$ cat config.mk
export PLATFORM = sky130hd
export DESIGN_NAME = reservoir_node_mac
export DESIGN_NICKNAME = d
export VERILOG_FILES = /design/src/rtl/reservoir_node_mac.sv
export SDC_FILE = /design/constraint.sdc
export NUM_CORES = 1
export LEC_CHECK = 0
export CAP_MARGIN = 0
export CORE_MARGIN = 2
export CORE_UTILIZATION = 61
export DETAILED_ROUTE_END_ITERATION = 12
export DONT_BUFFER_PORTS = 1
export GPL_TIMING_DRIVEN = 1
export PLACE_DENSITY = 0.77
export SKIP_CTS_REPAIR_TIMING = 1
export SYNTH_ARGS = -nofsm -noshare
export SYNTH_HDL_FRONTEND = slang
export SYNTH_SLANG_ARGS = --single-unit
$ cat constraint.sdc
create_clock -name clk -period 18.6 [get_ports clk]
set_input_delay 0 -clock clk [delete_from_list [all_inputs] [get_ports clk]]
set_output_delay 0 -clock clk [all_outputs]
set_load 0.005 [all_outputs]
$ cat src/rtl/reservoir_node_mac.sv
// Reservoir neuron MAC: N_TAPS signed Q1.15 w*s products -> saturated Q2.15 pre-activation, result 2 cycles after last tap.
// Taps are accepted only in ACCUM (tap_ready by state); the result holds in OUT until out_ready, stalling new starts.
module reservoir_node_mac #(
  parameter int N_TAPS = 16,
  parameter int ACC_W  = 48
) (
  input  logic        clk,
  input  logic        rst,
  input  logic        start,
  input  logic        tap_valid,
  output logic        tap_ready,
  input  logic [15:0] w,
  input  logic [15:0] s,
  output logic [16:0] pre,
  output logic        sat,
  output logic        out_valid,
  input  logic        out_ready,
  output logic        busy
);

  localparam int                      CNT_W    = $clog2(N_TAPS + 1);
  localparam logic [CNT_W-1:0]        LAST_TAP = CNT_W'(N_TAPS - 1);
  localparam logic signed [ACC_W-1:0] POS_MAX  = ACC_W'(65535);
  localparam logic signed [ACC_W-1:0] NEG_MIN  = ACC_W'(-65536);

  typedef enum logic [1:0] {
    IDLE  = 2'd0,
    ACCUM = 2'd1,
    DRAIN = 2'd2,
    OUT   = 2'd3
  } state_t;

  state_t                  r_state;
  state_t                  w_state_nxt;
  logic signed [ACC_W-1:0] r_acc;
  logic [CNT_W-1:0]        r_count;
  logic signed [31:0]      r_preg;
  logic                    r_pvalid;
  logic [16:0]             r_pre;
  logic                    r_sat;
  logic                    r_out_valid;

  logic                    w_accept;
  logic                    w_last;
  logic                    w_start;
  logic signed [15:0]      w_w_s;
  logic signed [15:0]      w_s_s;
  logic signed [31:0]      w_prod;
  logic signed [ACC_W-1:0] w_preg_ext;
  logic signed [ACC_W-1:0] w_sum;
  logic signed [ACC_W-1:0] w_shift;
  logic [16:0]             w_pre_nxt;
  logic                    w_sat_nxt;

  assign tap_ready = (r_state == ACCUM);
  assign busy      = (r_state != IDLE);
  assign pre       = r_pre;
  assign sat       = r_sat;
  assign out_valid = r_out_valid;

  assign w_accept = tap_ready && tap_valid;
  assign w_last   = w_accept && (r_count == LAST_TAP);
  assign w_start  = (r_state == IDLE) && start;

  // Widening each operand first keeps the full 16x16 signed product exact.
  assign w_w_s  = $signed(w);
  assign w_s_s  = $signed(s);
  assign w_prod = 32'(w_w_s) * 32'(w_s_s);

  assign w_preg_ext = ACC_W'(r_preg);
  assign w_sum      = r_acc + (r_pvalid ? w_preg_ext : '0);
  assign w_shift    = w_sum >>> 15;

  always_comb begin
    w_pre_nxt = w_shift[16:0];
    w_sat_nxt = 1'b0;
    if (w_shift > POS_MAX) begin
      w_pre_nxt = 17'h0FFFF;
      w_sat_nxt = 1'b1;
    end else if (w_shift < NEG_MIN) begin
      w_pre_nxt = 17'h10000;
      w_sat_nxt = 1'b1;
    end
  end

  always_comb begin
    w_state_nxt = r_state;
    case (r_state)
      IDLE:    if (start) w_state_nxt = ACCUM;
      ACCUM:   if (w_last) w_state_nxt = DRAIN;
      DRAIN:   w_state_nxt = OUT;
      OUT:     if (out_ready) w_state_nxt = IDLE;
      default: w_state_nxt = IDLE;
    endcase
  end

  always_ff @(posedge clk) begin
    if (rst) begin
      r_state <= IDLE;
    end else begin
      r_state <= w_state_nxt;
    end
  end

  always_ff @(posedge clk) begin
    if (rst) begin
      r_acc       <= '0;
      r_count     <= '0;
      r_preg      <= '0;
      r_pvalid    <= 1'b0;
      r_pre       <= '0;
      r_sat       <= 1'b0;
      r_out_valid <= 1'b0;
    end else begin
      r_pvalid <= w_accept;
      if (w_accept) begin
        r_preg  <= w_prod;
        r_count <= r_count + CNT_W'(1);
      end

      // The product lags acceptance by one edge, so DRAIN folds in the last one.
      if (((r_state == ACCUM) || (r_state == DRAIN)) && r_pvalid) begin
        r_acc <= w_sum;
      end

      if (w_start) begin
        r_acc    <= '0;
        r_count  <= '0;
        r_pvalid <= 1'b0;
      end

      if (r_state == DRAIN) begin
        r_pre       <= w_pre_nxt;
        r_sat       <= w_sat_nxt;
        r_out_valid <= 1'b1;
      end else if ((r_state == OUT) && out_ready) begin
        r_out_valid <= 1'b0;
      end
    end
  end

endmodule

==> flow_summary.yaml, run 1 <==
synthesis:
  ys_async_sr_fraction: 0
  synth_area_leader_cell: "fa_1"
  avgSynthCellArea_um2: 8.29
  syn-cell-area_um2: 17000
  syn_nets: 2488
  ys_seq_elements: 107
  yosys-top-cells-area: "fa_1, dfxtp_1, ha_1, inv_1, and2_1"
  yosysSeqAreaShare: 0.126
  yosysWarnings: 0
  ys.flop_type: "dfxtp_1"
  synth_cells: 2052
  synthDistinctLibCells: 72
  synth_top_area_share: 0.309
  synth_edf_count: 0
global_routing:
  grt_first_pass_wirelength_um: 65100
  grt_max_degree: 74
  antenna_found_initial: 0
  grt_pass1_vias: 13240
  grt_overflow: 0
  grt_use_total: 0.276
timing:
  max_slew_margin: 0.249
  fin_skew_ps: 15.0
  max_freq_mhz: 170
  worstMarginPinSlew_ps: 1130
  setup_ws_ps: 12730
  drv_slew: 0
  setup_viol: 0
  min_period_ps: 5870
  final_hold_viol_count: 1
  holdWs_ps: -26.0
  rsz0062_at_grt: "false"
  finalSetupTns_ps: 0
  fin_crit_sh: 0.316
critical_path:
  worstSetupStartpoint: "s[15]"
  critical_path_arrival_ps: 6140
  cp_cell_sequence: "inv_1, nor2_1, fa_1, fa_1, fa_1, fa_1, fa_1, inv_1, fa_1, inv_1, ha_1, a21oi_1, nand2_1, a21o_1, a21oi_1, nand3_1, a221o_1, a211oi_1, o21ai_0, xnor2_1, o31ai_1"
  timing.rr.start: "r_pvalid$_SDFF_PP0_"
  start_kind: "input pin"
  slowest_stage: "fa_1"
  critPathMostFrequentCell: "fa_1"
  worstSetupPathType: "in2reg"
  critPathMaxStageDelay_ps: 540
  crit_required_ps: 18870
  cp_max_fo: 13
  end_kind: "register"
power:
  power_density_nw_per_um2: 194
  pwr-share-seq: 0.084
  power.share.clock: 0.055
  leakagePower_nw: 8.30
  power.internal_mw: 1.62
  vdd_drop_max_uv: 181
  pwr-share-comb: 0.861
  netSwitchingPower_mw: 1.78
  p_sw_frac: 0.524
floorplan:
  die_w_um: 171
  core_um2: 27600
  die_h_um: 171
  dieArea_um2: 29200
  rows: 61
  ios: 58
  start_util: 0.616
worst_hold_path:
  hold_class: "in2reg"
  hp-start: "tap_valid"
final_layout:
  drive_above_1_share: 0.0216
  most-common-layout-cells: "inv_1, nand2_1, fa_1, and2_1, ha_1"
  syn_to_final_growth_pct: 3.05
  fin_area_um2: 17500
  diodes: 0
  nets: 2423
  final_common_cell: "inv_1"
place:
  port-buffer-count: 0
  place_ws_ps: 12290
  gp_congestion: 0.897
  hpwl_um: 31400
  post_dp_cell_area_um2: 17200
clocking:
  cts_tree: "built"
  clk_latency_ps: 360
  clock_sinks: 107
  htree_levels: 3
  cts_buffers: 9
  cts.clk_slew.worst_paths_ps: 80
  clockBufferDepth: 2
  cts_root_buf: "clkbuf_16"
routing:
  via_per_inst: 5.64
  ant_nets: 0
  first_iter_violations: 890
  drc: 0
  wl_um: 39000
  vias: 13378
  drt-wirelength-per-cell_um: 16.5
  drt_first_pass_iters: 5
run_status:
  outcome: "finished, violations left"
  violations: "hold timing"
job:
  drv_cap: 0
[logic make-up (layout without fill, tap and decap cells)]
group / after synthesis / in the layout / share of synthesized area
AO/OA/AOI/OAI: 333 / 333 / 0.130
XOR/XNOR: 76 / 76 / 0.0391
buffers and inverters: 426 / 366 / 0.0959
AND/OR/NAND/NOR: 708 / 708 / 0.198
adder cells (fa/ha/maj): 399 / 399 / 0.409
flip-flops: 107 / 107 / 0.126
multiplexers: 3 / 3 / 0.00191
[metal layers]
metal | wire [um] | vias to the layer above | track usage
met5 | 0 | - | 0
met4 | 942 | 0 | 0.0737
met3 | 2370 | 63 | 0.0430
met2 | 18000 | 428 | 0.453
met1 | 17700 | 6508 | 0.384
li1 | - | 6379 | -
[registers in the layout, summed over array words and instances (netlist names)]
signal / flops
sat: 1
r_state: 2
r_count: 5
r_acc: 48
r_preg: 32
out_valid: 1
r_pvalid: 1
pre: 17
[final cells by class]
class	instances	area, um^2
clock buffer	9	225
multi-input combinational	1519	13200
fill	2408	10100
clock inverter	7	70.1
sequential	107	2140
inverter	340	1280
tap	378	473
timing repair buffer	10	105
[critical path, delay by kind of cell]
family,cells,cell delay (ps)
adders and majority gates,7,3540
xor gates and xnor gates,1,150
and+or+nand+nor,3,370
AOI/OAI and AO/OA,7,1630
buffers and inverters,3,430
[path summary, 6_finish.rpt]
path / slack, ps / end / cells after the start
worst min-delay path: -30 / r_state[0]$_SDFFE_PP0P_ / 4
worst max-delay path: 12730 / r_preg[30]$_SDFFE_PP0P_ / 21
worst min register to register: 450 / r_preg[30]$_SDFFE_PP0P_ / 2
worst max register to register: 13690 / pre[4]$_SDFFE_PP0P_ / 14
[cells in the mapped netlist (7+ instances only)]
cell type and count:
a211oi_1 20, a21o_1 39, a21oi_1 131, a31oi_1 9, and2_1 170, and3_1 7
clkbuf_1 71, dfxtp_1 107, fa_1 263, ha_1 136, inv_1 340, nand2_1 283
nand2b_1 15, nand3_1 21, nand4_1 20, nor2_1 134, nor2b_1 7, nor3_1 17
o21a_1 15, o21ai_0 41, o21ai_1 7, o32ai_2 10, or3_1 11, xnor2_1 48
xor2_1 28
[power groups by stage]
stage | sequential (mW) | clock [mW] | combinational [mW]
global route | 0.291 | 0.201 | 3.41
CTS | 0.286 | 0.191 | 2.95
detailed placement | 0.291 | 0 | 2.93
finish | 0.286 | 0.188 | 2.93
global placement | 0.290 | 0 | 2.83
floorplan | 0.285 | 0 | 2.39
[stage by stage]
stage | util | instances | hold slack (ps) | power [mW]
floorplan | - | 2052 | 152 | 2.68
global placement | 0.621 | 2349 | 81.4 | 3.12
detailed placement | 0.621 | 2349 | 83.8 | 3.22
CTS | 0.632 | 2365 | -297 | 3.42
global route | 0.635 | 2370 | 20.6 | 3.90
finish | 0.635 | 2370 | -26.0 | 3.41
No activity file was read; power rests on OpenSTA's default activity.
==> inputs of run 2 (changes only) <==
--- a/config.mk
+++ b/config.mk
@@ -11,7 +11,7 @@
 export DETAILED_ROUTE_END_ITERATION = 12
 export DONT_BUFFER_PORTS = 1
 export GPL_TIMING_DRIVEN = 1
-export PLACE_DENSITY = 0.77
+export PLACE_DENSITY = 0.8
 export SKIP_CTS_REPAIR_TIMING = 1
 export SYNTH_ARGS = -nofsm -noshare
 export SYNTH_HDL_FRONTEND = slang
==> constraint.sdc (replaced) <==
create_clock -name clk -period 5 [get_ports clk]
set_input_delay 0 -clock clk [delete_from_list [all_inputs] [get_ports clk]]
set_output_delay 0 -clock clk [all_outputs]
set_load 0.005 [all_outputs]
==> flow_summary.yaml, run 2 (same netlist as run 1, synthesis figures left out) <==
floorplan:
  start_util: 0.616
  die_w_um: 171
  die_h_um: 171
  core_um2: 27600
  dieArea_um2: 29200
  ios: 58
  rows: 61
timing:
  max_slew_margin: 0.240
  min_period_ps: 5260
  drv_slew: 0
  finalSetupTns_ps: -951
  max_freq_mhz: 190
  fin_skew_ps: 10.3
  fin_crit_sh: 1.05
  rsz0062_at_grt: "true"
  setup_viol: 10
  final_hold_viol_count: 4
  worstMarginPinSlew_ps: 1140
  holdWs_ps: -7.52
  setup_ws_ps: -258
clocking:
  clockBufferDepth: 2
  clk_latency_ps: 360
  cts_buffers: 9
  cts.clk_slew.worst_paths_ps: 70
  cts_root_buf: "clkbuf_16"
  htree_levels: 3
  cts_tree: "built"
  clock_sinks: 107
routing:
  first_iter_violations: 678
  ant_nets: 0
  drt-wirelength-per-cell_um: 16.1
  drt_first_pass_iters: 7
  vias: 13782
  drc: 0
  via_per_inst: 5.58
  wl_um: 39800
final_layout:
  largest_reg_flops: 48
  most-common-layout-cells: "inv_1, nand2_1, fa_1, and2_1, nor2_1"
  nets: 2523
  regMostFlops: "r_acc"
  syn_to_final_growth_pct: 9.75
  drive_above_1_share: 0.105
  diodes: 0
  final_common_cell: "inv_1"
  fin_area_um2: 18700
  fin_util: 0.676
critical_path:
  start_kind: "input pin"
  worstSetupPathType: "in2reg"
  cp_max_fo: 5
  end_kind: "register"
  critical_path_arrival_ps: 5550
  crit_required_ps: 5300
global_routing:
  grt_use_total: 0.281
  grt_pass1_vias: 14194
  grt_max_degree: 74
  antenna_found_initial: 0
  grt_overflow: 0
  grt_first_pass_wirelength_um: 66700
worst_hold_path:
  hold_class: "in2reg"
run_status:
  violations: "hold timing, setup timing"
  outcome: "finished, violations left"
place:
  hpwl_um: 32200
  post_dp_cell_area_um2: 18000
  gp_congestion: 0.926
  port-buffer-count: 0
job:
  drv_cap: 0
run 2: cell types whose count changed in the layout (fill, tap and decap cells not counted), moves of 10 or more:
cell	change
a21oi_1	-15
a21oi_2	+12
buf_4	+97
ha_1	-11
inv_1	-14
inv_2	+13
o21ai_0	-10
run 2: worst max-delay path, stage by stage:
cell and delay [ps]:
clkinvlp_4 160, buf_12 190, nor2_4 100, fa_1 430, fa_1 470, fa_2 560
fa_1 440, fa_1 490, inv_1 50, fa_1 530, inv_1 60, ha_4 240
nand3_1 80, nand2_1 70, a21o_1 200, a21oi_4 210, o21ai_2 80, a41oi_2 230
a21oi_2 100, or3_4 350, a21oi_4 130, xnor2_1 120, nand2_1 80, a21oi_2 170
run 2: routing by layer:
metal	GRT usage	wire length, um	vias to the layer above
met5	0	0	-
met4	0.0737	764	0
met3	0.0442	2280	57
met2	0.496	19800	388
met1	0.360	17000	6758
li1	-	-	6579
run 2: final cells by class:
type / count / area (um^2)
Inverter: 340 / 1280
Multi-Input combinational cell: 1519 / 13600
Sequential cell: 107 / 2140
Tap cell: 378 / 473
Fill cell: 2212 / 8960
Timing Repair Buffer: 110 / 877
Clock inverter: 4 / 33.8
Clock buffer: 12 / 256
run 2: path summary, 6_finish.rpt:
kind,end,slack (ps),from,cells after the start
max,r_preg[29]$_SDFFE_PP0P_,-260,s[15],24
max reg2reg,pre[3]$_SDFFE_PP0P_,520,r_pvalid$_SDFF_PP0_,15
min reg2reg,r_preg[22]$_SDFFE_PP0P_,450,r_preg[22]$_SDFFE_PP0P_,2
min,r_state[1]$_SDFFE_PP0P_,-8,rst,2
run 2: per-stage QoR:
step | setup slack [ps] | cells
2_1_floorplan | -437 | 2052
3_3_place_gp | -566 | 2441
3_5_place_dp | -642 | 2441
4_1_cts | -272 | 2457
5_1_grt | -450 | 2470
6_report | -258 | 2470
Power of run 2 is left out: the tool's default activity adds up to more than one toggle a clock period on the data nets, which glitch-free logic cannot reach.
